==> config.mk <==
export PLATFORM = sky130hd
export DESIGN_NAME = timer_flat
export DESIGN_NICKNAME = d
export VERILOG_FILES = /design/src/rtl/timer_pkg.sv /design/src/rtl/timer_if.sv /design/src/rtl/timer.sv /design/src/flat_wrapper.sv
export SDC_FILE = /design/constraint.sdc
export NUM_CORES = 1
export LEC_CHECK = 0
export BUFFER_PORTS_ARGS = -buffer_cell sky130_fd_sc_hd__buf_2
export CELL_PAD_IN_SITES_DETAIL_PLACEMENT = 0
export CELL_PAD_IN_SITES_GLOBAL_PLACEMENT = 1
export CORE_MARGIN = 1
export CORE_UTILIZATION = 33
export CTS_BUF_LIST = sky130_fd_sc_hd__clkbuf_8
export DETAILED_ROUTE_END_ITERATION = 8
export PLACE_DENSITY_LB_ADDON = 0.1
export SLEW_MARGIN = 15
export SYNTH_ARGS = -nofsm -noshare
export SYNTH_HDL_FRONTEND = slang
export SYNTH_SLANG_ARGS = --single-unit
export TNS_END_PERCENT = 5
==> constraint.sdc <==
create_clock -name clk -period 3.8 [get_ports clk]
set_clock_uncertainty 0.2 [all_clocks]
set_input_delay 1.14 -clock clk [delete_from_list [all_inputs] [get_ports clk]]
set_output_delay 1.14 -clock clk [all_outputs]
set_load 0.1 [all_outputs]
==> src/rtl/timer_pkg.sv <==
// Shared constants for the countdown timer: register offsets, FSM states,
// mode codes and CTRL field positions.
package timer_pkg;

   // Word offsets decoded from Addr[3:2]
   localparam logic [1:0] TIMER_CTRL   = 2'd0;
   localparam logic [1:0] TIMER_PRESET = 2'd1;
   localparam logic [1:0] TIMER_COUNT  = 2'd2;
   localparam logic [1:0] TIMER_RSVD   = 2'd3;

   // Countdown sequencer states
   typedef enum logic [1:0] {
      S_IDLE = 2'd0,
      S_LOAD = 2'd1,
      S_CNT  = 2'd2,
      S_INT  = 2'd3
   } state_t;

   // Mode codes; 2 and 3 fall back to one-shot behaviour
   localparam logic [1:0] MODE_ONESHOT = 2'd0;
   localparam logic [1:0] MODE_RELOAD  = 2'd1;

   // CTRL bit positions
   localparam int CTRL_EN      = 0;
   localparam int CTRL_MODE_LO = 1;
   localparam int CTRL_MODE_HI = 2;
   localparam int CTRL_IM      = 3;

   // Assemble the CTRL read word from its fields; unused bits read as zero
   function automatic logic [31:0] pack_ctrl(input logic en,
                                             input logic [1:0] mode,
                                             input logic im);
      return {28'd0, im, mode, en};
   endfunction

endpackage

==> src/rtl/timer_if.sv <==
// Bridge-side bus of the timer: address, write strobe/data, read data and IRQ.
interface timer_if;

   logic [31:0] Addr;
   logic        WE;
   logic [31:0] Din;
   logic [31:0] Dout;
   logic        IRQ;

   // Bridge side drives the access, timer answers with read data and IRQ
   modport master (output Addr, output WE, output Din, input Dout, input IRQ);
   modport slave  (input Addr, input WE, input Din, output Dout, output IRQ);

endinterface

==> src/rtl/timer.sv <==
// Memory-mapped countdown timer with one-shot (sticky IRQ) and auto-reload
// (single-cycle IRQ pulse) modes. IRQ feeds CP0 HW[0] through the bridge.
module timer
   import timer_pkg::*;
(
   input  logic   clk,
   input  logic   reset,
   timer_if.slave bus
);

   logic        ctrl_en;
   logic [1:0]  ctrl_mode;
   logic        ctrl_im;
   logic [31:0] preset;
   logic [31:0] count;
   logic        pending;
   state_t      state;

   logic [1:0]  reg_sel;
   logic        ctrl_wr;
   logic        preset_wr;
   logic        pending_set;
   logic        unused_bits;

   assign reg_sel   = bus.Addr[3:2];
   assign ctrl_wr   = bus.WE && (reg_sel == TIMER_CTRL);
   assign preset_wr = bus.WE && (reg_sel == TIMER_PRESET);

   // Expiry in this cycle; a concurrent CTRL write must not swallow it
   assign pending_set = (state == S_CNT) && ctrl_en && (count <= 32'd1);

   // Address bits outside [3:2] and undefined CTRL bits are deliberately ignored
   assign unused_bits = ^{bus.Addr[31:4], bus.Addr[1:0], bus.Din[31:4]};

   // Sequencer plus CTRL/pending; software CTRL writes override FSM field updates
   always_ff @(posedge clk) begin
      if (reset) begin
         state     <= S_IDLE;
         count     <= 32'd0;
         pending   <= 1'b0;
         ctrl_en   <= 1'b0;
         ctrl_mode <= MODE_ONESHOT;
         ctrl_im   <= 1'b0;
      end else begin
         case (state)
            S_IDLE: begin
               if (ctrl_en) begin
                  state <= S_LOAD;
               end
            end
            S_LOAD: begin
               count <= preset;
               state <= S_CNT;
            end
            S_CNT: begin
               if (!ctrl_en) begin
                  state <= S_IDLE;
               end else if (count > 32'd1) begin
                  count <= count - 32'd1;
               end else begin
                  count   <= 32'd0;
                  pending <= 1'b1;
                  state   <= S_INT;
               end
            end
            S_INT: begin
               if (ctrl_mode == MODE_RELOAD) begin
                  pending <= 1'b0;
                  state   <= S_LOAD;
               end else begin
                  ctrl_en <= 1'b0;
                  state   <= S_IDLE;
               end
            end
            default: begin
               state <= S_IDLE;
            end
         endcase

         if (ctrl_wr) begin
            ctrl_en   <= bus.Din[CTRL_EN];
            ctrl_mode <= bus.Din[CTRL_MODE_HI:CTRL_MODE_LO];
            ctrl_im   <= bus.Din[CTRL_IM];
            if (!pending_set) begin
               pending <= 1'b0;
            end
         end
      end
   end

   // PRESET only changes on a software write; LOAD samples the pre-edge value
   always_ff @(posedge clk) begin
      if (reset) begin
         preset <= 32'd0;
      end else if (preset_wr) begin
         preset <= bus.Din;
      end
   end

   // Combinational read mux
   always_comb begin
      bus.Dout = 32'd0;
      case (reg_sel)
         TIMER_CTRL:   bus.Dout = pack_ctrl(ctrl_en, ctrl_mode, ctrl_im);
         TIMER_PRESET: bus.Dout = preset;
         TIMER_COUNT:  bus.Dout = count;
         default:      bus.Dout = 32'd0;
      endcase
   end

   assign bus.IRQ = pending & ctrl_im;

endmodule

==> src/flat_wrapper.sv <==
// flat-port wrapper written by rule: the top's interface ports become plain ports
module timer_flat import timer_pkg::*;
  (clk, reset, bus_Addr, bus_WE, bus_Din, bus_Dout, bus_IRQ);
  timer_if bus_i ();
  input  logic clk;
  input  logic reset;
  input wire logic [$bits(bus_i.Addr)-1:0] bus_Addr;
  input wire logic [$bits(bus_i.WE)-1:0] bus_WE;
  input wire logic [$bits(bus_i.Din)-1:0] bus_Din;
  output wire logic [$bits(bus_i.Dout)-1:0] bus_Dout;
  output wire logic [$bits(bus_i.IRQ)-1:0] bus_IRQ;
  assign bus_i.Addr = bus_Addr;
  assign bus_i.WE = bus_WE;
  assign bus_i.Din = bus_Din;
  assign bus_Dout = bus_i.Dout;
  assign bus_IRQ = bus_i.IRQ;
  timer u_core (.clk(clk), .reset(reset), .bus(bus_i));
endmodule
# --- After elaboration in Yosys (flattened, before gate mapping) ---
# Index checks and enable logic that the tools add are counted.
word_totals:
  in_bits: 67
  word_cells: 50
  regBits: 71
  out_inout_bits: 33
op_classes:
  n_eq_ne: 10
  muxes: 18
  order_cmp: 2
  n_addsub: 1
  bitwise: 1
  n_reduce_logical: 11
ops:
  columns: ["cell", "n"]
  rows:
  - ["$pmux 32 s3", 1]
  - ["$mux 32", 2]
  - ["$pmux 32 s2", 1]
  - ["$gt 32x1->1 const B", 1]
  - ["$le 32x1->1 const B", 1]
  - ["$sub 32x1->32 const B", 1]
  - ["$mux 1", 9]
  - ["$pmux 2 s4", 1]
  - ["$eq 2x1->1 const B", 3]
  - ["$eq 2x2->1 const B", 3]
  - ["$mux 2", 3]
  - ["$ne 2x1->1 const B", 3]
  - ["$reduce_and 2->1", 3]
  - ["$logic_and 1x1->1", 4]
  - ["$logic_not 2->1", 2]
  - ["$reduce_bool 2->1", 2]
  - ["$ne 3x3->1 const B", 1]
  - ["$pmux 1 s2", 1]
  - ["$and 1x1->1", 1]

# --- Depth between registers and ports, before layout ---
depth:
  word_depth: 6
  ltp_mapped: 8
  depth_no_buf: 7

# --- Worst setup path before layout ---
# No wires, ideal clock.
synth_timing:
  path_kind: "in2out"
  start: "input port bus_Addr[3]"
  end: "output port bus_Dout[0]"
  path_slack_ns: -1.164
  path_buffers: 1
  stages: 3
  arrival_ns: 3.624
  required_ns: 2.460
  cell_sequence: "clkbuf_1 mux2i_1 o21ai_0"
synth_between:
  elab_chain_cells: 2
  word_cells_on_any_way: 4
  cone_classes: "eq/ne (2); mux (1); reduce/logical (1)"
synth_lines:
  columns: ["element", "line_no", "rtl"]
  rows:
  - ["start, declared", "flat_wrapper.sv:7", "input wire logic [$bits(bus_i.Addr)-1:0] bus_Addr;"]
  - ["$eq 2x2->1 (tied with other cells)", "timer.sv:103", "case (reg_sel)"]
  - ["$pmux 32 s3 *", "timer.sv:103", null]
  - ["end, declared", "flat_wrapper.sv:10", "output wire logic [$bits(bus_i.Dout)-1:0] bus_Dout;"]
# Mark *: on every way between the ends. The rest lies on a longest branch, timed or not.

# --- Worst setup path in the final report ---
layout_timing:
  start: "input port bus_Addr[3]"
  end: "output port bus_Dout[11]"
# Same word-level chain as after synthesis.

==> results.txt <==
clk_lat worst skew: 0.35 ns
final core occ: 0.4481
number of port buffers: 69
# Post-CTS Setup Buffers: 0
Mapped Cells: 504
Final Setup Violations: 0
dpl hpwl: 8.141 mm
clk slew on worst S/H paths: 0.08 ns
most frequent cells in the layout: nand2_1 (86), dfxtp_1 (71), a21oi_1 (63)
predominant post-synthesis flop cell: dfxtp_1
sinks on the clock net: 71
Rows: 39
vias in the first global route: 3697
# fillers: 1182
cts repair resizes: 0
Die ar.: 12150 um2
layout cell share with drive strength beyond 1: 0.2465
status: completed
Crit Path Max Fanout: 28
mapped cell area: 3866 um2
Placed Cells: 691
total grt overflow: 0
pwr dens: 353.5 nW/um2
die width: 110.2 um
worst-margin pin slew: 0.7236 ns
starting density of the core: 0.3386
largest cells by area after synthesis: dfxtp_1 (37%), nand2_1 (8.3%), a21oi_1 (8.2%), a22o_1 (6.1%), o21ai_0 (4.3%)
Max clock buf depth: 2
setup TNS: 0 ns
critical setup path kind: primary input to output port
Slew headroom: 0.5163
routed via count: 3944
largest area contributor in the netlist: dfxtp_1
Fin. Hold Viols: 0
Yosys cell types: 49
Yosys top cell area share: 0.3676
post-DR vias/cell: 5.579
Mapped Nets: 573
initial drt markers: 180
Seq/Total Area, Yosys: 0.3676
FF+latch count, synth: 71
gr usage total: 0.2151
CP Data Arrival Time: 2.26 ns
CTS tree: done
First-pass DRT Iterations: 4
post-route ant nets: 0
syn_area_per_cell: 7.671 um2
CTS H-tree depth: 3
Max Freq: 0.2775 GHz
number of enable flip-flop cells after synthesis: 0
Hold Crit Class: flip-flop to flip-flop
cts bufs inserted: 9
initial antenna violation count: 0
root buffer cell: clkbuf_8
Period minus WS final: 3.604 ns
Worst Setup Start Kind: primary input
Boundary Pins: 100
RSZ-0062 raised after global routing: false
fin cells: 707
critical path data required time: 2.46 ns
routability cong.: 0.7989
die height: 110.2 um
# diodes: 0
synth-to-layout area growth: 32.33%
DR DRC count: 0
number of hold buffers added after cts: 0
Slew Limit Fails: 0
Tcrit/Tclk final: 0.9485
Core Area: 11420 um2
Pleak: 1.942 nW
number of nets in the layout: 628
DR WL/cell: 17.30 um
drt total wl: 12.23 mm
share of flip-flops with an asynchronous set or reset: 0
Synth Warn #: 0
Overall Power: 1.809 mW
first-pass GRT wire length: 19.83 mm
Critical Path Sink Type: output port
Max rail drop VDD: 0.0001517 V
most common cell after layout, fill and taps aside: nand2_1
MaxCap Viol Count: 0
largest net degree at the start of global routing: 39
## critical path, cell delays in order
cell     delay [ns]
buf_2          0.20
nor2b_2        0.22
buf_12         0.20
a22o_1         0.27
buf_12         0.20
## report_power, final
part	leakage (nW)	total, mW	switching (mW)	internal (mW)
Combinational	1.26	0.347	0.217	0.130
Clock	0.106	0.672	0.307	0.365
Sequential	0.575	0.790	0.0255	0.764
## registers in the layout, indices dropped and copies added, names as in the netlist
register	flops
u_core.ctrl_en	1
u_core.count	32
u_core.ctrl_mode	2
u_core.ctrl_im	1
u_core.preset	32
u_core.pending	1
u_core.state	2
## path summary, 6_finish.rpt
kind | start | to | slack (ns) | cells after the start
worst min-delay path | u_core.preset[19] | u_core.preset[19] | 0.27 | 2
worst max register to register | u_core.count[4] | u_core.count[23] | 1.01 | 5
worst max-delay path | bus_Addr[3] | bus_Dout[11] | 0.20 | 5
worst min register to register | u_core.preset[19] | u_core.preset[19] | 0.27 | 2
## routing by layer
metal | share of wire | GRT usage | vias to the layer above
met2 | 0.44 | 0.3279 | 108
li1 | - | - | 1946
met5 | 0 | 0 | -
met1 | 0.49 | 0.3130 | 1876
met3 | 0.054 | 0.02704 | 14
met4 | 0.014 | 0.06673 | 0
## Yosys cell counts (all sizes together), types with 3 or more instances
| master | count |
|---|---|
| a31oi | 3 |
| a22o | 28 |
| o221a | 3 |
| nand4 | 4 |
| dfxtp | 71 |
| o41ai | 6 |
| clkbuf | 35 |
| or4 | 4 |
| a21oi | 64 |
| buf | 6 |
| nor2b | 5 |
| o21a | 10 |
| mux2i | 7 |
| xnor2 | 7 |
| o21ai | 33 |
| nor4 | 11 |
| nand2b | 3 |
| or3 | 3 |
| nand2 | 86 |
| nand3 | 11 |
| a211oi | 12 |
| nor2 | 30 |
| and2 | 3 |
| a21o | 6 |
| inv | 7 |
| a211o | 8 |
| o31ai | 4 |
| nor3 | 13 |
| o211a | 3 |
## per-stage QoR
| stage | area, um2 | worst slack, ns | hold slack (ns) |
|---|---|---|---|
| floorplan | 3895 | -0.4729 | 0.2445 |
| global placement | 4903 | 0.2227 | 0.2578 |
| detailed placement | 4903 | 0.2274 | 0.2629 |
| CTS | 5116 | 0.2120 | 0.2744 |
| global route | 5116 | 0.1607 | 0.2945 |
| finish | 5116 | 0.1958 | 0.2727 |
## logic make-up after synthesis
logic type	after synthesis	synth area share
xor gates and xnor gates	7	0.01586
buffers and inverters	48	0.04757
AOI/OAI and AO/OA	188	0.3259
muxes	9	0.02395
and+or+nand+nor	179	0.2126
DFF	71	0.3676
adders and majority gates	2	0.006471
## cell type report
type	instances	area, um2	share of cell area
Tap cell	143	178.9	0.03497
Clock buffer	9	123.9	0.02421
Sequential cell	71	1421	0.2778
Inverter	7	26.28	0.005136
Timing Repair Buffer	85	970.9	0.1898
Clock inverter	7	88.84	0.01736
Multi-Input combinational cell	385	2306	0.4507
(Power assumes the default switching activity.)
